File: src/rtl/ihp_sram_port_arbiter.sv
// ihp_sram_port_arbiter: two requesters sharing one single-port IHP SRAM macro, with optional zero-fill after reset
module ihp_sram_port_arbiter #(
  parameter int ADDR_WIDTH = 10,
  parameter int DATA_WIDTH = 32,
  parameter bit INIT_ZERO = 1'b1,
  parameter bit FIXED_PRIORITY = 1'b0
) (
  input  logic                  UserCLK,
  input  logic                  reset,
  input  logic                  a_req,
  input  logic                  a_we,
  input  logic [ADDR_WIDTH-1:0] a_addr,
  input  logic [DATA_WIDTH-1:0] a_wdata,
  input  logic [DATA_WIDTH-1:0] a_bm,
  output logic                  a_gnt,
  output logic                  a_rvalid,
  output logic [DATA_WIDTH-1:0] a_rdata,
  input  logic                  b_req,
  input  logic                  b_we,
  input  logic [ADDR_WIDTH-1:0] b_addr,
  input  logic [DATA_WIDTH-1:0] b_wdata,
  input  logic [DATA_WIDTH-1:0] b_bm,
  output logic                  b_gnt,
  output logic                  b_rvalid,
  output logic [DATA_WIDTH-1:0] b_rdata,
  output logic                  sram_men,
  output logic                  sram_wen,
  output logic                  sram_ren,
  output logic [ADDR_WIDTH-1:0] sram_addr,
  output logic [DATA_WIDTH-1:0] sram_din,
  output logic [DATA_WIDTH-1:0] sram_bm,
  input  logic [DATA_WIDTH-1:0] sram_dout,
  output logic                  init_done
);
  localparam logic [0:0] S_INIT = 1'b0;
  localparam logic [0:0] S_RUN  = 1'b1;
  logic [0:0] state;
  logic [ADDR_WIDTH-1:0] cnt;
  logic prio_b, a_win, any_gnt, sel_we;
  logic rv1, own1, rv2, own2;
  logic [ADDR_WIDTH-1:0] sel_addr;
  logic [DATA_WIDTH-1:0] sel_wdata, sel_bm, a_hold, b_hold;
  // A takes the slot when alone, under fixed priority, or when it is A's round-robin turn
  assign a_win     = a_req & (~b_req | FIXED_PRIORITY | ~prio_b);
  assign a_gnt     = init_done & a_win;
  assign b_gnt     = init_done & b_req & ~a_win;
  assign any_gnt   = a_gnt | b_gnt;
  assign sel_we    = a_gnt ? a_we : b_we;
  assign sel_addr  = a_gnt ? a_addr : b_addr;
  assign sel_wdata = a_gnt ? a_wdata : b_wdata;
  assign sel_bm    = a_gnt ? a_bm : b_bm;
  // read data passes straight through while valid, then is held for the owner
  assign a_rvalid  = rv2 & ~own2;
  assign b_rvalid  = rv2 & own2;
  assign a_rdata   = a_rvalid ? sram_dout : a_hold;
  assign b_rdata   = b_rvalid ? sram_dout : b_hold;
  // sweep counter, run state and round-robin pointer (prio_b set = B wins the next conflict)
  always_ff @(posedge UserCLK)
    if (reset) begin
      state     <= INIT_ZERO ? S_INIT : S_RUN;
      cnt       <= '0;
      init_done <= 1'b0;
      prio_b    <= 1'b0;
    end else begin
      if (state == S_INIT) begin
        cnt <= cnt + 1'b1;
        if (&cnt) state <= S_RUN;
      end
      init_done <= state == S_RUN;
      prio_b    <= a_gnt ? 1'b1 : b_gnt ? 1'b0 : prio_b;
    end
  // registered macro drive: zero-fill during the sweep, granted command afterwards
  always_ff @(posedge UserCLK)
    if (reset) begin
      sram_men  <= 1'b0;
      sram_wen  <= 1'b0;
      sram_ren  <= 1'b0;
      sram_addr <= '0;
      sram_din  <= '0;
      sram_bm   <= '0;
    end else if (state == S_INIT) begin
      sram_men  <= 1'b1;
      sram_wen  <= 1'b1;
      sram_ren  <= 1'b0;
      sram_addr <= cnt;
      sram_din  <= '0;
      sram_bm   <= '1;
    end else begin
      sram_men <= any_gnt;
      sram_wen <= any_gnt & sel_we;
      sram_ren <= any_gnt & ~sel_we;
      if (any_gnt) begin
        sram_addr <= sel_addr;
        sram_din  <= sel_we ? sel_wdata : '0;
        sram_bm   <= sel_we ? sel_bm : '0;
      end
    end
  // owner tag follows each read through the macro's one-cycle latency
  always_ff @(posedge UserCLK)
    if (reset) begin
      rv1    <= 1'b0;
      own1   <= 1'b0;
      rv2    <= 1'b0;
      own2   <= 1'b0;
      a_hold <= '0;
      b_hold <= '0;
    end else begin
      rv1    <= any_gnt & ~sel_we;
      own1   <= b_gnt;
      rv2    <= rv1;
      own2   <= own1;
      a_hold <= a_rdata;
      b_hold <= b_rdata;
    end
endmodule

File: config.mk
export PLATFORM = sky130hd
export DESIGN_NAME = ihp_sram_port_arbiter
export DESIGN_NICKNAME = d
export VERILOG_FILES = /design/src/rtl/ihp_sram_port_arbiter.sv
export SDC_FILE = /design/constraint.sdc
export NUM_CORES = 1
export LEC_CHECK = 0
export CORE_ASPECT_RATIO = 0.5
export CORE_MARGIN = 2
export CORE_UTILIZATION = 36
export CTS_CLUSTER_SIZE = 10
export DETAILED_ROUTE_END_ITERATION = 12
export GPL_TIMING_DRIVEN = 0
export PLACE_DENSITY = 0.8
export SETUP_SLACK_MARGIN = 0.1
export SLEW_MARGIN = 10
export SYNTH_ARGS = -nofsm -noshare
export SYNTH_HDL_FRONTEND = slang
export SYNTH_SLANG_ARGS = --single-unit
File: constraint.sdc
create_clock -name UserCLK -period 1.4 [get_ports UserCLK]
set_input_delay 0.35 -clock UserCLK [delete_from_list [all_inputs] [get_ports UserCLK]]
set_output_delay 0.35 -clock UserCLK [all_outputs]
set_load 0.01 [all_outputs]
==> reports/qor.yml, run 1 <==
core_area_sq_um: 17700
synthCells: 641
ys_seq_area_share_pct: 48.0
crit_end: "b_rdata[11]"
dpl.cell_count: 1205
die_h_um: 99.7
routed_via_density: 5.02
maxSlewHeadroom_pct: 21.2
cts_tree: "yes"
rr_endpoint: "a_hold[3]"
drt_pass1_iterations: 4
p_total_uw: 10600
crit_start: "own2"
drtIter0Drc: 202
synthMuxAreaShare_pct: 21.0
dpl.hpwl_mm: 16.5
multi_input_area_sq_um: 4130
hold_ws_ps: 339
fin_skew_ps: 11.7
fin_ws_ps: -607
num_vias: 6582
violations: "negative setup slack"
outcome: "complete, but fails checks"
cp.arrival_ps: 1660
grt_pass1_wl_mm: 36.3
syn2layout_area_growth_pct: 94.8
wire_per_inst_um: 19.8
synth_top_family_by_area: "multiplexers"
numPortBuffers: 330
period_share_pct: 143
report.final.slew_viol_count: 0
crit_chain: "buf_6 > nand2_8 > buf_12 > buf_12 > mux2_4 > buf_6"
tightestPinTransition_ps: 1180
syn_nets: 828
drc: 0
grt-ovfl-total: 0
period_needed_ps: 2010
ff2ff_path_depth: 7
ys.flop_type: "dfxtp_1"
rsz0062_at_grt: "true"
critPathMaxStageDelay_ps: 340
htree_levels: 4
clk_pin_slew_ps: 70
yosysWarnings: 0
fillers: 1210
finalSetupTns_ps: -39420
synth_top_area_share_pct: 48.0
die_x_um: 195
synth_area_leaders: "dfxtp_1 (48%), mux2i_1 (10%), mux2_2 (7.2%)"
clockBufferDepth: 2
crit_buf_inv: 4
routed_wl_mm: 25.9
gp_congestion: 0.843
endpoint_kind: "primary output"
synth_compound_area_share_pct: 12.6
dieArea_sq_um: 19500
synth.largest_area_cell: "dfxtp_1"
antenna_found_initial: 0
seqCellArea_sq_um: 3200
crit_family: "buffers and inverters"
synth_area_sq_um: 6590
grt_pass1_vias: 6660
rows: 34
synth_adder_area_share_pct: 0.190
ys_ff_latch: 158
root_buffer: "clkbuf_16"
numCtsBuffers: 17
synth_simple_gate_area_share_pct: 12.5
start_kind: "flip-flop"
critical_path_depth: 6
ant_nets: 0
cts_num_sinks: 158
path_class: "reg2out"
max_freq_ghz: 0.498
crit_slowest_cell: "dfxtp_2"
num-nets-final: 1251
n_antenna_cell: 0
drive_gt1_share_pct: 46.2
hold_viol: 0
cp_max_fo: 5
ys_types: 37
async_reset_ff_share_pct: 0
grt_max_degree: 17
power_density_nw_per_um2: 823
final_cells: 1311
setup_viol: 131
min_path_type: "in2reg"
ir_drop_mv: 0.748
avgSynthCellArea_sq_um: 10.3
synth_edf_count: 0
io_pins: 332
fin_util_pct: 72.7
clk_latency_ps: 410
start_util_pct: 37.3
p_leak_uw: 0.00565
ff2ff_setup_slack_ps: -140
timing.rr.start: "own2"
synthXorXnorAreaFrac_pct: 0.930
max_cap_violations: 0
cp.required_ps: 1050
grt_usage_pct: 23.6
Yosys cell counts, types with 4 or more instances:
library cell and number:
a21boi_0 32, a21oi_1 5, buf_2 22, buf_6 8, clkbuf_1 21, dfxtp_1 158, inv_1 6, mux2_1 22
mux2_2 42, mux2i_1 66, nand2_1 17, nand3_1 35, nor2_1 12, nor2b_1 69, o21ai_0 19, o21ai_1 35
o22ai_1 42, xor2_1 4
worst reg2reg max path, delay by kind of cell (launching register included):
kind	cells	cell delay, ps
buffers and inverters	4	510
DFF	1	330
muxes	1	310
and+or+nand+nor	2	250
metal layers:
layer | part of all wire [%] | GRT usage, % | vias up
li1 | - | - | 3120
met5 | 0 | 0 | -
met4 | 1.8 | 4.99 | 0
met2 | 53 | 44.8 | 177
met1 | 41 | 28.6 | 3253
met3 | 3.7 | 3.15 | 32
sequential cells by signal, indices dropped and copies added, names as in the netlist:
| name | cells |
|---|---|
| a_hold | 32 |
| b_hold | 32 |
| cnt | 10 |
| init_done | 1 |
| own1 | 1 |
| own2 | 1 |
| prio_b | 1 |
| rv1 | 1 |
| rv2 | 1 |
| sram_addr | 10 |
| sram_bm | 32 |
| sram_din | 32 |
| sram_men | 1 |
| sram_ren | 1 |
| sram_wen | 1 |
| state | 1 |
stage by stage:
stage / cell area, sq um / setup WS (ps)
after floorplan: 6800 / 38.7
after global placement: 10400 / -1000
after detailed placement: 10400 / -1020
after CTS: 12000 / -681
after global routing: 12800 / -669
final: 12800 / -607
repair_timing:
| item | CTS | global route |
|---|---|---|
| cloned | 10 | 7 |
| gates resized for setup | 845 | 197 |
| endpoints found under the setup margin | 290 | 214 |
| hold buffers | 0 | 0 |
| buffers inserted | 42 | 24 |
| pin swaps | 39 | 33 |
area by class of cell:
cell class                      count  area share [%]
Buffer                             53            4.60
Clock inverter                     13            1.37
Sequential cell                   158            24.9
Timing Repair Buffer              404            30.9
Inverter                            6           0.195
Tap cell                          234            2.28
Multi-Input combinational cell    424            32.2
Clock buffer                       19            3.53
kinds of logic after synthesis:
group                      count (synthesis)
xor gates and xnor gates                   7
muxes                                    130
and+or+nand+nor                          149
DFF                                      158
adders and majority gates                  1
AOI/OAI and AO/OA                        137
buffers and inverters                     59
how the worst min path moves through the flow:
stage | end | cells past startpoint | startpoint
final | prio_b | 2 | b_req
after global routing | prio_b | 2 | b_req
after CTS | sram_ren | 3 | a_we
after detailed placement | own2 | 1 | own1
after global placement | own2 | 1 | own1
after floorplan | own2 | 1 | own1
power by group:
| group | internal [uW] | switching [uW] | total (uW) | leakage (uW) |
|---|---|---|---|---|
| Sequential | 4550 | 40.5 | 4590 | 0.00130 |
| Clock | 2960 | 2000 | 4960 | 0.000305 |
| Combinational | 628 | 377 | 1000 | 0.00405 |
| Total | 8140 | 2420 | 10600 | 0.00565 |
layout by cell type (no fill, tap or decap), drive strengths merged, types with 3 or more instances in the layout:
master	Yosys	layout
nor2	12	12
nand3b	3	3
clkbuf	21	41
a21oi	5	5
nand3	36	36
clkdlybuf4s50	0	181
xor2	4	4
xnor2	3	3
o21ai	54	54
bufinv	0	3
buf	32	252
mux2i	66	66
mux2	64	64
nor2b	69	69
nand2	17	17
a21boi	32	32
dfxtp	158	158
o22ai	42	42
inv	6	12
(Power assumes the default switching activity.)
==> run 2, diff against run 1 <==
--- a/config.mk
+++ b/config.mk
@@ -11,6 +11,7 @@
 export CTS_CLUSTER_SIZE = 10
 export DETAILED_ROUTE_END_ITERATION = 12
 export GPL_TIMING_DRIVEN = 0
+export MAX_ROUTING_LAYER = met4
 export PLACE_DENSITY = 0.8
 export SETUP_SLACK_MARGIN = 0.1
 export SLEW_MARGIN = 10
==> run 2 against run 1 <==
Effect of this change: the run still ends with negative setup slack left; final cell count unchanged; setup slack worse by 1.2 ps; design area about the same; wire length down 0.13%; worst hold slack worse by 2.8 ps; via count about the same; maximum frequency about the same; global-route usage up 0.76 points; core utilization about the same; sequential cell count unchanged; non-clock buffer count unchanged; largest cell class unchanged; largest power group unchanged; highest routed layer unchanged.
==> reports/qor.yml, run 2 (synthesized netlist as in run 1, its figures left out) <==
cp.arrival_ps: 1660  # about the same
dpl.hpwl_mm: 16.5  # unchanged
ir_drop_mv: 0.754  # +0.89%
fillers: 1210  # unchanged
numPortBuffers: 330  # unchanged
grt_pass1_wl_mm: 36.3  # about the same
timing.rr.start: "own2"
grt-ovfl-total: 0  # unchanged
n_antenna_cell: 0  # unchanged
syn2layout_area_growth_pct: 94.7  # about the same
num_vias: 6584  # +0.030%
dieArea_sq_um: 19500  # unchanged
outcome: "complete, but fails checks"
power_density_nw_per_um2: 823  # about the same
start_kind: "flip-flop"
rsz0062_at_grt: "true"
grt_usage_pct: 24.3  # +0.76 points
tightestPinTransition_ps: 1190  # +10.9 ps
gp_congestion: 0.857  # +1.6%
grt_use_met3_pct: 2.95  # -0.20 points
start_util_pct: 37.3  # unchanged
grt.busiest_layer: "met2"
use_met1_pct: 28.8  # +0.17 points
core_area_sq_um: 17700  # unchanged
cts_tree: "yes"
dpl.cell_count: 1205  # unchanged
crit_end: "b_rdata[11]"
p_leak_uw: 0.00565  # about the same
ant_nets: 0  # unchanged
clk_pin_slew_ps: 70  # about the same
die_h_um: 99.7  # unchanged
fin_ws_ps: -609  # -1.18 ps
met2_usage_pct: 44.8  # +0.082 points
rr_endpoint: "a_hold[3]"
path_class: "reg2out"
rows: 34  # unchanged
crit_chain: "buf_6 > nand2_8 > buf_12 > buf_12 > mux2_4 > buf_6"
period_share_pct: 143  # about the same
io_pins: 332  # unchanged
wire_per_inst_um: 19.7  # -0.13%
routed_wl_mm: 25.9  # -0.13%
crit_start: "own2"
critPathMaxStageDelay_ps: 340  # about the same
ff2ff_setup_slack_ps: -130  # about the same
clockBufferDepth: 2  # unchanged
drc: 0  # unchanged
htree_levels: 4  # unchanged
max_cap_violations: 0  # unchanged
die_x_um: 195  # unchanged
grt_pass1_vias: 6659  # -0.015%
drt_pass1_iterations: 5  # +1
drive_gt1_share_pct: 46.1  # -0.093 points
num-nets-final: 1251  # unchanged
maxSlewHeadroom_pct: 20.5  # -0.73 points
cts_hold_buf: 0  # unchanged
endpoint_kind: "primary output"
root_buffer: "clkbuf_16"
violations: "negative setup slack"
final_cells: 1311  # unchanged
numCtsBuffers: 17  # unchanged
fin_skew_ps: 10.9  # -0.741 ps
setup_viol: 131  # unchanged
layout_commonest_cell: "clkdlybuf4s50_1"
clk_latency_ps: 410  # about the same
max_freq_ghz: 0.498  # about the same
drtIter0Drc: 230  # +14%
routed_via_density: 5.02  # about the same
antenna_found_initial: 0  # unchanged
cp.required_ps: 1050  # about the same
cp_max_fo: 5  # unchanged
hold_viol: 0  # unchanged
period_needed_ps: 2010  # +1.18 ps
crit_slowest_cell: "dfxtp_2"
ff2ff_path_depth: 7  # unchanged
report.final.slew_viol_count: 0  # unchanged
finalSetupTns_ps: -39360  # +52.1 ps
cts_num_sinks: 158  # unchanged
fin_util_pct: 72.7  # about the same
min_path_type: "in2reg"
grt_max_degree: 17  # unchanged
layout_common_cells: "clkdlybuf4s50_1 (181), dfxtp_1 (140), buf_6 (117), buf_2 (76), mux2_4 (64)"
==> run 2: changes by cell type in the layout (fill, tap and decap cells not counted) <==
cell / delta
nand3_2: -1
buf_2: -1
nand3_1: +1
clkbuf_2: +1
==> run 2: area by class of cell <==
class	instances	area [sq um]	area share [%]
inverters	6	25.0	0.195
multi-input cells	424	4120	32.1
flip-flops and latches	158	3200	24.9
clock buffers	19	453	3.53
clock inverters	13	176	1.37
plain buffers	53	591	4.60
repair buffers	404	3970	31.0
well taps	234	293	2.28
==> run 2: timing repair <==
item | in CTS | in global routing
gates resized for setup | 845 | 195
buffers inserted | 42 | 24
gates cloned | 10 | 7
pin swaps | 39 | 32
setup endpoints to repair | 290 | 214
==> run 2: worst min path at each step <==
stage / end / slack, ps / startpoint / depth (start not counted)
after global routing: prio_b / 340 / b_req / 2
after floorplan: own2 / 410 / own1 / 1
final: prio_b / 340 / b_req / 2
after global placement: own2 / 420 / own1 / 1
after CTS: sram_ren / 410 / a_we / 3
after detailed placement: own2 / 430 / own1 / 1
==> run 2: through the flow <==
stage / worst slack, ps / hold slack, ps / area, sq um / power [uW]
6_report: -609 / 336 / 12800 / 10600
5_1_grt: -670 / 343 / 12800 / 10900
4_1_cts: -681 / 408 / 12000 / 10500
3_5_place_dp: -1020 / 429 / 10400 / 5630
3_3_place_gp: -1000 / 422 / 10400 / 5610
2_1_floorplan: 38.7 / 414 / 6800 / 4900
==> run 2: worst max-delay path: cells and delay by family, from the launching register on <==
family                 cells  cell delay (ps)
buffers and inverters      4              510
AND/OR/NAND/NOR            1               80
flip-flops                 1              340
multiplexers               1              330
==> run 2: per-layer routing <==
layer	vias to the layer above	wire [um]	share of wire (%)
li1	3124	-	-
met1	3241	10800	42
met2	182	13700	53
met3	37	890	3.4
met4	0	493	1.9
met5	-	0	0
==> run 2: power by group <==
part / switching (uW) / total (uW) / leakage, uW / internal (uW)
clock: 2010 / 4960 / 0.000305 / 2960
combinational: 378 / 1010 / 0.00405 / 628
sequential: 40.3 / 4590 / 0.00130 / 4550
total: 2430 / 10600 / 0.00565 / 8140
==> run 3, diff against run 2 <==
--- a/config.mk
+++ b/config.mk
@@ -13,7 +13,6 @@
 export GPL_TIMING_DRIVEN = 0
 export MAX_ROUTING_LAYER = met4
 export PLACE_DENSITY = 0.8
-export SETUP_SLACK_MARGIN = 0.1
 export SLEW_MARGIN = 10
 export SYNTH_ARGS = -nofsm -noshare
 export SYNTH_HDL_FRONTEND = slang
==> run 3 against run 2 <==
Effect of this change: the flow still finishes with violations (negative setup slack); worst hold slack better by 51 ps; count of clock-buffer cells in the layout stayed put; final cell count is 0.76% lower; design area is 1.6% lower; critical path depth stayed put; register-to-register slack worse by 80 ps; non-clock buffer count is 9 lower; sequential power hardly changed; sequential cell count stayed put; critical endpoint unchanged; via count is 1.6% higher; setup slack worse by 18 ps.
==> reports/qor.yml, run 3 (synthesized netlist as in run 1, its figures left out) <==
clockBufferDepth: 2  # unchanged
fin_util_pct: 71.5  # -1.2 points
clk_pin_slew_ps: 70  # about the same
core_area_sq_um: 17700  # unchanged
placed_cell_area_sq_um: 10200  # -2.0%
dieArea_sq_um: 19500  # unchanged
crit_buf_inv: 4  # unchanged
rsz0062_at_grt: "true"
cts_hold_buf: 0  # unchanged
fin_ws_ps: -626  # -17.8 ps
syn2layout_area_growth_pct: 91.6
setup_viol: 153  # +17%
grt_usage_pct: 25.0  # +0.68 points
m1WireLength_mm: 10.7  # -0.98%
layout_commonest_cell: "clkdlybuf4s50_1"
cp_max_fo: 6  # +1
final_cells: 1301  # -0.76%
top_layer_used: "met4"
drc: 0  # unchanged
grt-ovfl-total: 0  # unchanged
ff2ff_setup_slack_ps: -210  # -80 ps
htree_levels: 4  # unchanged
routed_via_density: 5.14  # +2.4%
grt_pass1_wl_mm: 37.3  # +2.7%
crit_family: "buffers and inverters"
fin_skew_ps: 7.90  # -3.04 ps
wire_per_inst_um: 20.0  # +1.3%
max_cap_violations: 0  # unchanged
max_freq_ghz: 0.493  # -0.88%
cp.required_ps: 1050  # about the same
drtIter0Drc: 243  # +5.7%
power_density_nw_per_um2: 842  # +2.3%
clk_latency_ps: 420  # about the same
route.met2.wl_mm: 13.8  # +1.1%
dpl.hpwl_mm: 16.4  # about the same
tightestPinTransition_ps: 1080  # -117 ps
io_pins: 332  # unchanged
period_needed_ps: 2030  # +17.8 ps
endpoint_kind: "primary output"
ir_drop_mv: 0.868  # +15%
routed_wl_mm: 26.0  # +0.56%
place_ws_ps: -1040  # -17.7 ps
cts_num_sinks: 158  # unchanged
die_h_um: 99.7  # unchanged
maxSlewHeadroom_pct: 28.3  # +7.8 points
crit_slowest_cell: "dfxtp_2"
grt_max_degree: 17  # unchanged
p_sw_uw: 2380  # -2.0%
critPathMaxStageDelay_ps: 320  # -20 ps
root_buffer: "clkbuf_16"
wl_met3_um: 899  # +1.0%
clkPwrFrac_pct: 47.2  # +0.2 points
p_leak_uw: 0.00552  # -2.2%
cp_common_cell: "buf_6"
num-nets-final: 1242  # -0.72%
numCtsBuffers: 17  # unchanged
outcome: "complete, but fails checks"
num_vias: 6692  # +1.6%
min_path_type: "in2reg"
numPortBuffers: 330  # unchanged
path_class: "reg2out"
power.internal_uw: 8250  # +1.4%
cp.arrival_ps: 1680  # +20 ps
crit_chain: "buf_6 > nand2_8 > buf_12 > buf_8 > mux2_4 > buf_6"
violations: "negative setup slack"
cts_tree: "yes"
final_cell_area_sq_um: 12600  # -1.6%
ant_nets: 0  # unchanged
rows: 34  # unchanged
gp_congestion: 0.825  # -3.7%
drive_gt1_share_pct: 35.5  # -11 points
start_kind: "flip-flop"
report.final.slew_viol_count: 0  # unchanged
n_antenna_cell: 0  # unchanged
dpl.cell_count: 1205  # unchanged
layout_common_cells: "clkdlybuf4s50_1 (180), dfxtp_1 (147), buf_6 (96), mux2_4 (64), nor2b_1 (50)"
period_share_pct: 145  # +1.3 points
power_frac_comb_pct: 9.5  # about the same
drt_pass1_iterations: 5  # unchanged
start_util_pct: 37.3  # unchanged
p_sw_share_pct: 22.4  # -0.60 points
hold_viol: 0  # unchanged
grt_pass1_vias: 6878  # +3.3%
die_x_um: 195  # unchanged
pwr-share-seq_pct: 43.2  # -0.3 points
antenna_found_initial: 0  # unchanged
p_total_uw: 10600  # +0.60%
==> run 3: cell count changes in the layout (fill, tap and decap cells not counted), moves of 12 or more <==
cell / delta
nor2b_1: +22
nand3_2: -14
nor2b_4: -24
clkdlybuf4s15_1: +43
buf_6: -21
nand3_1: +15
clkbuf_2: +16
dlygate4sd2_1: +13
a21boi_0: +12
buf_2: -66
==> run 3: final timing paths <==
kind / startpoint / endpoint / cells past startpoint
worst max-delay path: own2 / b_rdata[11] / 6
worst min-delay path: b_we / sram_ren / 3
worst max register to register: prio_b / sram_din[5] / 9
worst min register to register: own1 / own2 / 1
==> run 3: area by class of cell <==
type	instances	area [sq um]
Timing Repair Buffer	398	4170
Tap cell	234	293
Fill cell	1192	5030
Sequential cell	158	3190
Multi-Input combinational cell	424	3880
Clock inverter	12	186
Clock buffer	19	443
Inverter	6	27.5
Buffer	50	435
==> run 3: per-stage QoR <==
| step | hold slack (ps) | TNS (ps) |
|---|---|---|
| 3_5_place_dp | 438 | -94570 |
| 5_1_grt | 372 | -52050 |
| 4_1_cts | 432 | -41060 |
| 3_3_place_gp | 418 | -91370 |
| 6_report | 388 | -44930 |
| 2_1_floorplan | 414 | 0 |
==> run 3: routing by layer <==
| metal | up-vias | track usage (%) |
|---|---|---|
| met2 | 218 | 44.6 |
| met3 | 45 | 3.36 |
| met5 | - | - |
| met4 | 0 | 7.46 |
| li1 | 3105 | - |
| met1 | 3324 | 29.6 |
==> run 3: timing repair <==
action                                 4_1_cts  5_1_grt
pin swaps                                   35       17
setup endpoints to repair                  257      247
endpoints found under the hold margin        0        0
buffers inserted                            32       32
gates cloned                                10        3
resized for setup                          603      227
==> run 3: power by group through the flow <==
stage	Sequential, uW	Combinational [uW]	Clock (uW)
3_5_place_dp	4700	913	0
6_report	4600	1010	5020
4_1_cts	4590	927	5020
3_3_place_gp	4700	901	0
2_1_floorplan	4720	170	0
5_1_grt	4600	1070	5250
==> run 3: worst reg2reg max path, stage by stage (launching register included) <==
cell     delay (ps)
dfxtp_4         360
buf_6           120
nand2_4          70
nand3_4         120
buf_6           160
buf_12          140
buf_12          150
buf_12          130
mux2i_2         180
o21ai_1          80
